### src/rtl/a51_phase_sequencer_if.sv
// Handshake and status bundle between the A5/1 phase sequencer and its controller.
// The master side drives START/ENABLE/ABORT; the sequencer answers with strobes and counters.
interface a51_phase_sequencer_if #(
  parameter int CW = 8,
  parameter int TW = 10
);
  logic          START;
  logic          ENABLE;
  logic          ABORT;
  logic          STAGEONE;
  logic          STAGETWO;
  logic          STAGETHREE;
  logic          OUTPUTSTAGE;
  logic          DONE;
  logic          BUSY;
  logic [2:0]    PHASE;
  logic [CW-1:0] PCOUNT;
  logic          PHASE_LAST;
  logic [TW-1:0] Q;

  modport master (
    output START, ENABLE, ABORT,
    input  STAGEONE, STAGETWO, STAGETHREE, OUTPUTSTAGE, DONE, BUSY,
    input  PHASE, PCOUNT, PHASE_LAST, Q
  );

  modport slave (
    input  START, ENABLE, ABORT,
    output STAGEONE, STAGETWO, STAGETHREE, OUTPUTSTAGE, DONE, BUSY,
    output PHASE, PCOUNT, PHASE_LAST, Q
  );
endinterface

### src/rtl/a51_phase_sequencer.sv
// Phase sequencer for the A5/1 keystream core: KEY -> FRAME -> MIX -> OUT -> DONE
// with per-cycle stall, abort and one-hot stage strobes decoded from registers.
module a51_phase_sequencer #(
  parameter int KEY_LEN   = 64,
  parameter int FRAME_LEN = 22,
  parameter int MIX_LEN   = 100,
  parameter int OUT_LEN   = 228,
  parameter int CW        = 8,
  parameter int TW        = 10
) (
  input  logic                   C,
  input  logic                   CLR,
  a51_phase_sequencer_if.slave   bus
);

  localparam int MAX_LEN_A = (KEY_LEN > FRAME_LEN) ? KEY_LEN : FRAME_LEN;
  localparam int MAX_LEN_B = (MIX_LEN > OUT_LEN) ? MIX_LEN : OUT_LEN;
  localparam int MAX_LEN   = (MAX_LEN_A > MAX_LEN_B) ? MAX_LEN_A : MAX_LEN_B;
  localparam int TOTAL_LEN = KEY_LEN + FRAME_LEN + MIX_LEN + OUT_LEN;

  // Illegal lengths or counter widths must stop elaboration rather than wrap silently.
  if (KEY_LEN < 1 || FRAME_LEN < 1 || MIX_LEN < 1 || OUT_LEN < 1) begin : g_bad_len
    $error("a51_phase_sequencer: every phase length must be >= 1");
  end
  if ((longint'(1) << CW) <= longint'(MAX_LEN)) begin : g_bad_cw
    $error("a51_phase_sequencer: CW too narrow for the longest phase");
  end
  if ((longint'(1) << TW) <= longint'(TOTAL_LEN)) begin : g_bad_tw
    $error("a51_phase_sequencer: TW too narrow for the total sequence length");
  end

  localparam logic [CW-1:0] KEY_LAST   = CW'(KEY_LEN - 1);
  localparam logic [CW-1:0] FRAME_LAST = CW'(FRAME_LEN - 1);
  localparam logic [CW-1:0] MIX_LAST   = CW'(MIX_LEN - 1);
  localparam logic [CW-1:0] OUT_LAST   = CW'(OUT_LEN - 1);

  // Encoding equals the PHASE output value so PHASE is the state register itself.
  typedef enum logic [2:0] {
    S_IDLE  = 3'd0,
    S_KEY   = 3'd1,
    S_FRAME = 3'd2,
    S_MIX   = 3'd3,
    S_OUT   = 3'd4,
    S_DONE  = 3'd5
  } state_t;

  state_t        state_q, state_d;
  logic [CW-1:0] pcount_q, pcount_d;
  logic [TW-1:0] q_q, q_d;

  logic [CW-1:0] last_cnt;
  state_t        follow_state;
  logic          active;
  logic          phase_last;
  logic [4:0]    stage_vec;

  always_comb begin
    last_cnt     = '0;
    follow_state = S_IDLE;
    case (state_q)
      S_KEY:   begin last_cnt = KEY_LAST;   follow_state = S_FRAME; end
      S_FRAME: begin last_cnt = FRAME_LAST; follow_state = S_MIX;   end
      S_MIX:   begin last_cnt = MIX_LAST;   follow_state = S_OUT;   end
      S_OUT:   begin last_cnt = OUT_LAST;   follow_state = S_DONE;  end
      default: begin last_cnt = '0;         follow_state = S_IDLE;  end
    endcase
  end

  assign active     = (state_q == S_KEY) || (state_q == S_FRAME) ||
                      (state_q == S_MIX) || (state_q == S_OUT);
  assign phase_last = active && (pcount_q == last_cnt);

  // Bit gi is high in the state whose encoding is gi+1 (KEY..DONE).
  for (genvar gi = 0; gi < 5; gi++) begin : g_stage
    assign stage_vec[gi] = (state_q == state_t'(3'(gi + 1)));
  end

  always_ff @(posedge C) begin
    if (CLR) begin
      state_q  <= S_IDLE;
      pcount_q <= '0;
      q_q      <= '0;
    end else begin
      state_q  <= state_d;
      pcount_q <= pcount_d;
      q_q      <= q_d;
    end
  end

  always_comb begin
    state_d  = state_q;
    pcount_d = pcount_q;
    q_d      = q_q;
    if (!active) begin
      if (bus.START) begin
        state_d  = S_KEY;
        pcount_d = '0;
        q_d      = '0;
      end
    end else if (bus.ABORT) begin
      // Q deliberately keeps its value so software can see how far the run got.
      state_d  = S_IDLE;
      pcount_d = '0;
    end else if (bus.ENABLE) begin
      q_d = q_q + TW'(1);
      if (phase_last) begin
        state_d  = follow_state;
        pcount_d = '0;
      end else begin
        pcount_d = pcount_q + CW'(1);
      end
    end
  end

  always_comb begin
    bus.STAGEONE    = stage_vec[0];
    bus.STAGETWO    = stage_vec[1];
    bus.STAGETHREE  = stage_vec[2];
    bus.OUTPUTSTAGE = stage_vec[3];
    bus.DONE        = stage_vec[4];
    bus.BUSY        = |stage_vec[3:0];
    bus.PHASE       = state_q;
    bus.PCOUNT      = pcount_q;
    bus.PHASE_LAST  = phase_last;
    bus.Q           = q_q;
  end

endmodule
### src/flat_wrapper.sv
// flat-port wrapper written by rule: the top's interface ports become plain ports
module a51_phase_sequencer_flat 
#(
  parameter int KEY_LEN   = 64,
  parameter int FRAME_LEN = 22,
  parameter int MIX_LEN   = 100,
  parameter int OUT_LEN   = 228,
  parameter int CW        = 8,
  parameter int TW        = 10
)
  (C, CLR, bus_START, bus_ENABLE, bus_ABORT, bus_STAGEONE, bus_STAGETWO, bus_STAGETHREE, bus_OUTPUTSTAGE, bus_DONE, bus_BUSY, bus_PHASE, bus_PCOUNT, bus_PHASE_LAST, bus_Q);
  a51_phase_sequencer_if #(.CW(CW), .TW(TW)) bus_i ();
  input  logic C;
  input  logic CLR;
  input wire logic [$bits(bus_i.START)-1:0] bus_START;
  input wire logic [$bits(bus_i.ENABLE)-1:0] bus_ENABLE;
  input wire logic [$bits(bus_i.ABORT)-1:0] bus_ABORT;
  output wire logic [$bits(bus_i.STAGEONE)-1:0] bus_STAGEONE;
  output wire logic [$bits(bus_i.STAGETWO)-1:0] bus_STAGETWO;
  output wire logic [$bits(bus_i.STAGETHREE)-1:0] bus_STAGETHREE;
  output wire logic [$bits(bus_i.OUTPUTSTAGE)-1:0] bus_OUTPUTSTAGE;
  output wire logic [$bits(bus_i.DONE)-1:0] bus_DONE;
  output wire logic [$bits(bus_i.BUSY)-1:0] bus_BUSY;
  output wire logic [$bits(bus_i.PHASE)-1:0] bus_PHASE;
  output wire logic [$bits(bus_i.PCOUNT)-1:0] bus_PCOUNT;
  output wire logic [$bits(bus_i.PHASE_LAST)-1:0] bus_PHASE_LAST;
  output wire logic [$bits(bus_i.Q)-1:0] bus_Q;
  assign bus_i.START = bus_START;
  assign bus_i.ENABLE = bus_ENABLE;
  assign bus_i.ABORT = bus_ABORT;
  assign bus_STAGEONE = bus_i.STAGEONE;
  assign bus_STAGETWO = bus_i.STAGETWO;
  assign bus_STAGETHREE = bus_i.STAGETHREE;
  assign bus_OUTPUTSTAGE = bus_i.OUTPUTSTAGE;
  assign bus_DONE = bus_i.DONE;
  assign bus_BUSY = bus_i.BUSY;
  assign bus_PHASE = bus_i.PHASE;
  assign bus_PCOUNT = bus_i.PCOUNT;
  assign bus_PHASE_LAST = bus_i.PHASE_LAST;
  assign bus_Q = bus_i.Q;
  a51_phase_sequencer #(.KEY_LEN(KEY_LEN), .FRAME_LEN(FRAME_LEN), .MIX_LEN(MIX_LEN), .OUT_LEN(OUT_LEN), .CW(CW), .TW(TW)) u_core (.C(C), .CLR(CLR), .bus(bus_i));
endmodule
### config.mk
export PLATFORM = sky130hd
export DESIGN_NAME = a51_phase_sequencer_flat
export DESIGN_NICKNAME = d
export VERILOG_FILES = /design/src/rtl/a51_phase_sequencer_if.sv /design/src/rtl/a51_phase_sequencer.sv /design/src/flat_wrapper.sv
export SDC_FILE = /design/constraint.sdc
export NUM_CORES = 1
export LEC_CHECK = 0
export BUFFER_PORTS_ARGS = -buffer_cell sky130_fd_sc_hd__buf_2
export CAP_MARGIN = 20
export CORE_UTILIZATION = 51
export CTS_CLUSTER_DIAMETER = 60
export DETAILED_ROUTE_END_ITERATION = 7
export PLACE_DENSITY = 0.73
export RECOVER_POWER = 100
export SLEW_MARGIN = 20
export SYNTH_ARGS = -nofsm -noshare
export SYNTH_HDL_FRONTEND = slang
export SYNTH_SLANG_ARGS = --single-unit
### constraint.sdc
create_clock -name C -period 2.16 [get_ports C]
set_clock_uncertainty 0.2 [all_clocks]
set_input_delay 0.324 -clock C [delete_from_list [all_inputs] [get_ports C]]
set_output_delay 0.324 -clock C [all_outputs]
set_load 0.1 [all_outputs]
== Word-level counts from Yosys, hierarchy flattened ==
Index checks and enable logic that the tools add are counted.

* $add $sub $neg: 2
* Reductions and logical operators: 9
* Equal/unequal tests: 10
* Multiplexer cells: 16

{| class="wikitable"
|+ Operators by type and width
! operator !! number
|-
| $mux 10 || 4
|-
| $mux 8 || 5
|-
| $pmux 8 s4 || 1
|-
| $mux 3 || 5
|-
| $pmux 3 s4 || 1
|-
| $add 10x1->10 const B || 1
|-
| $add 8x1->8 const B || 1
|-
| $eq 8x8->1 || 1
|-
| $eq 3x2->1 const B || 2
|-
| $eq 3x3->1 const B || 2
|-
| $ne 3x3->1 const B || 2
|-
| $reduce_and 3->1 || 2
|-
| $ne 2x2->1 const B || 2
|-
| $reduce_or 4->1 || 1
|-
| $eq 3x1->1 const B || 1
|-
| $logic_or 1x1->1 || 3
|-
| $reduce_and 2->1 || 1
|-
| $reduce_bool 2->1 || 1
|-
| $logic_and 1x1->1 || 1
|}

* Bits of input ports: 5
* Output and inout bits: 28
* Bits in registers: 21

== Depth between registers and ports, before layout ==
* Word-level depth: 9
* Depth in mapped cells: 8
* Depth with buffers taken out: 6

== Worst setup path before layout ==
No wires, ideal clock.

* Path kind: flip-flop to output port
* From: register u_core.state_q[0], in the netlist u_core.bus.PHASE[0]
* To: output bus_STAGEONE
* Arrival time: 3,414 ps
* Buffers on the path: 1
* Cell stages (with the launch flop): 4
* Setup slack: -1,778 ps
* Data required time: 1,636 ps
* Path through: dfxtp_1 -> buf_6 -> inv_1 -> nor3_1

* Longest elaborated chain between the ends: 1

{| class="wikitable"
|+ RTL lines
! element !! line !! text
|-
| start: declaration || a51_phase_sequencer.sv:47 || <nowiki>state_t state_q, state_d;</nowiki>
|-
| start signal: assignment || a51_phase_sequencer.sv:84 || <nowiki>state_q <= state_d;</nowiki>
|-
| $eq 3x1->1 || a51_phase_sequencer.sv:75 || <nowiki>assign stage_vec[gi] = (state_q == state_t'(3'(gi + 1)));</nowiki>
|-
| end: declaration || flat_wrapper.sv:18 || <nowiki>output wire logic [$bits(bus_i.STAGEONE)-1:0] bus_STAGEONE;</nowiki>
|}

No other way between the ends.

== Final worst setup path ==
* From: register u_core.state_q[0], in the netlist u_core.bus.PHASE[0]
* To: output bus_PHASE_LAST

* Longest elaborated chain between the ends: 5
* Elaborated cells on any way between the ends: 10
* Classes of those cells: 5 x eq/ne; 1 x mux; 4 x reduce/logical

{| class="wikitable"
|+ RTL lines
! element !! line !! text
|-
| branches (longest 4 deep; another with $pmux 8 s4) || - ||
|-
| $logic_and 1x1->1 * || a51_phase_sequencer.sv:71 || <nowiki>assign phase_last = active && (pcount_q == last_cnt);</nowiki>
|-
| end: declaration || flat_wrapper.sv:26 || <nowiki>output wire logic [$bits(bus_i.PHASE_LAST)-1:0] bus_PHASE_LAST;</nowiki>
|}

Mark *: on every way between the ends.

==> flow_summary.yaml <==
outcome:
  outcome: "complete, but fails checks"
  violations: "setup timing"
placement:
  port_buffers: 32
  detailed_place.area_um2: 1640
  hpwl_mm: 2.42
  gp_congestion: 0.901
  place_ws_ps: -2.19
yosys:
  netlist-cell-type-count: 52
  synth-seq-area-share_pct: 30.1
  syn-instance-count: 167
  yosysTopAreaCell: "dfxtp_1"
  synth-async-reset-ratio_pct: 0
  synth_nets: 174
  synth_area_leaders: "dfxtp_1 30%, nand3_1 5.7%, nor2_1 4.6%"
  yosys_most_used_dff: "dfxtp_1"
  synth_edf_count: 0
  synth_seq_cells: 21
  syn_area_um2: 1400
  ys.warnings.count: 0
  syn_area_per_cell_um2: 8.36
  yosysTopAreaCellShare_pct: 30.1
routing:
  first_iter_violations: 57
  drtAntennaViolNets: 0
  viasPerCell: 6.06
  dr.pass1.iters: 4
  vias: 1516
  avgRoutedWirePerCell_um: 16.1
  drc: 0
  drt-total-wl_mm: 4.02
critical_path:
  critPathCaptureType: "output pin"
  startpoint_type: "register"
  worstSetupPathType: "reg2out"
  worstPathRequired_ps: 1640
  cp_max_fo: 8
  reg2reg_slack_ps: -70
  arrival_ps: 1890
clock_tree:
  cts_tree: "yes"
  hold_buffers: 0
  cts_max_path_buffers: 2
  cts.htree.levels: 1
  worstSkewPairLatency_ps: 310
  cts_made_buffers: 3
  clock_sinks: 21
  clk_pin_slew_ps: 120
  cts_root_buf: "clkbuf_4"
floorplan:
  rows: 18
  start_util_pct: 55.4
  fp.dieH_um: 54.3
  coreArea_um2: 2520
  io_pins: 33
  die_x_um: 54.3
  die-area_um2: 2950
power:
  p_per_area_nw_per_um2: 484
  vdd.ir_drop.worst_mv: 0.458
  leakage_nw: 0.825
  power_w: 0.000933
sta:
  tightest_slew_ps: 546
  setup_tns_ps: -417
  fmax_mhz: 414
  setup_viol: 4
  grt_setup_unrepaired: "true"
  layout_min_cycle_time_ps: 2410
  finalHoldViolations: 0
  slew_headroom_pct: 63.8
  fin_crit_sh_pct: 112
  fin_ws_ps: -253
  holdWs_ps: 138
  slew_viol_final: 0
flow_run:
  max_cap_violations: 0
layout:
  antenna_cells: 0
  fin_nets: 228
  fin_area_um2: 1930
  final_layout_size_suffix_gt1_share_pct: 43.2
  multi_input_area_um2: 971
  register_area_um2: 434
  area_delta_synth_final_pct: 38.1
  fillers: 181
grt:
  grt_pass1_vias: 1243
  overflow: 0
  antenna_found_initial: 0
  grt_max_degree: 17
  grt_pass1_wl_mm: 5.64
  grt_usage_pct: 26.2
worst_hold_path:
  worstHoldPathType: "in2reg"
==> Yosys cell counts (3+ instances only) <==
| library cell | count |
|---|---|
| dfxtp_1 | 21 |
| clkbuf_1 | 4 |
| nor4_1 | 3 |
| nor2_1 | 17 |
| nand3_1 | 16 |
| nand4_1 | 4 |
| nand2_1 | 15 |
| and3_1 | 6 |
| xnor2_1 | 3 |
| o21ai_1 | 4 |
| xor2_1 | 5 |
| a21oi_1 | 6 |
| inv_1 | 4 |
| o21ai_0 | 7 |
| nor3_1 | 3 |
| buf_6 | 4 |
==> per-stage QoR <==
stage | instances | util [%]
CTS | 232 | 67.4
detailed placement | 225 | 64.8
finish | 250 | 76.4
global placement | 225 | 64.8
floorplan | 167 | -
global route | 250 | 76.4
==> repair_timing <==
action | in CTS | in global routing
resized for setup | 2 | 33
buffers inserted | 3 | 19
setup endpoints to repair | 3 | 14
pin swaps | 1 | 10
==> power by group <==
group          leakage [nW]  internal (W)  switching [W]
sequential            0.173      0.000392      0.0000159
combinational         0.637      0.000126       0.000204
clock                0.0150     0.0000722       0.000124
==> per-layer routing <==
layer | global-route usage, % | routed length (um) | vias up | part of all wire [%]
met4 | 8.97 | 88 | 0 | 2.2
met3 | 5.00 | 286 | 14 | 7.1
met1 | 35.1 | 1750 | 704 | 44
li1 | - | - | 723 | -
met5 | 0 | 0 | - | 0
met2 | 41.7 | 1900 | 75 | 47
==> area by class of cell <==
cell class	count	area share [%]
flip-flops and latches	21	22.5
inverters	4	0.779
well taps	30	1.95
clock buffers	4	1.36
multi-input cells	131	50.4
repair buffers	60	23.0
==> cells in the final DEF, fill, tap and decap left out, types with 3 or more instances in the layout <==
master / instances
buf_4: 22
dfxtp_1: 16
nor2_1: 15
nand3_1: 15
nand2_1: 14
buf_2: 14
clkbuf_2: 14
buf_6: 7
a21oi_1: 6
o21ai_1: 5
and3_1: 5
o21ai_0: 5
xor2_1: 5
inv_1: 4
nand4_1: 4
xnor2_1: 3
clkbuf_4: 3
buf_12: 3
dfxtp_4: 3
==> cells by family (layout without fill, tap and decap cells) <==
family,count (synthesis),after routing,synth area share (%)
compound gates,36,36,21.1
xor+xnor,9,9,6.18
fa+ha+maj,2,2,1.79
buf+inv,15,68,6.63
flops,21,21,30.1
simple gates,84,84,34.1
==> final timing paths <==
path	startpoint	endpoint	depth (start not counted)
setup / recovery	u_core.bus.PHASE[0]$_SDFFE_PP0P_	bus_PHASE_LAST	5
hold / removal	bus_ENABLE	u_core.bus.Q[1]$_SDFFE_PP0P_	3
setup reg to reg	u_core.bus.PHASE[0]$_SDFFE_PP0P_	u_core.bus.Q[5]$_SDFFE_PP0P_	7
hold reg to reg	u_core.bus.Q[0]$_SDFFE_PP0P_	u_core.bus.Q[0]$_SDFFE_PP0P_	1
==> critical path, stage by stage (launching register included) <==
cell	delay [ps]
dfxtp_4	420
and2b_1	230
o211a_1	270
o221a_4	310
and3_4	180
buf_12	160
==> sequential cells by signal, summed over array words and instances (netlist names) <==
register	cells
u_core.bus.Q	10
u_core.bus.PHASE	3
u_core.bus.PCOUNT	8
Note: power is estimated with default switching activity, not from simulation.
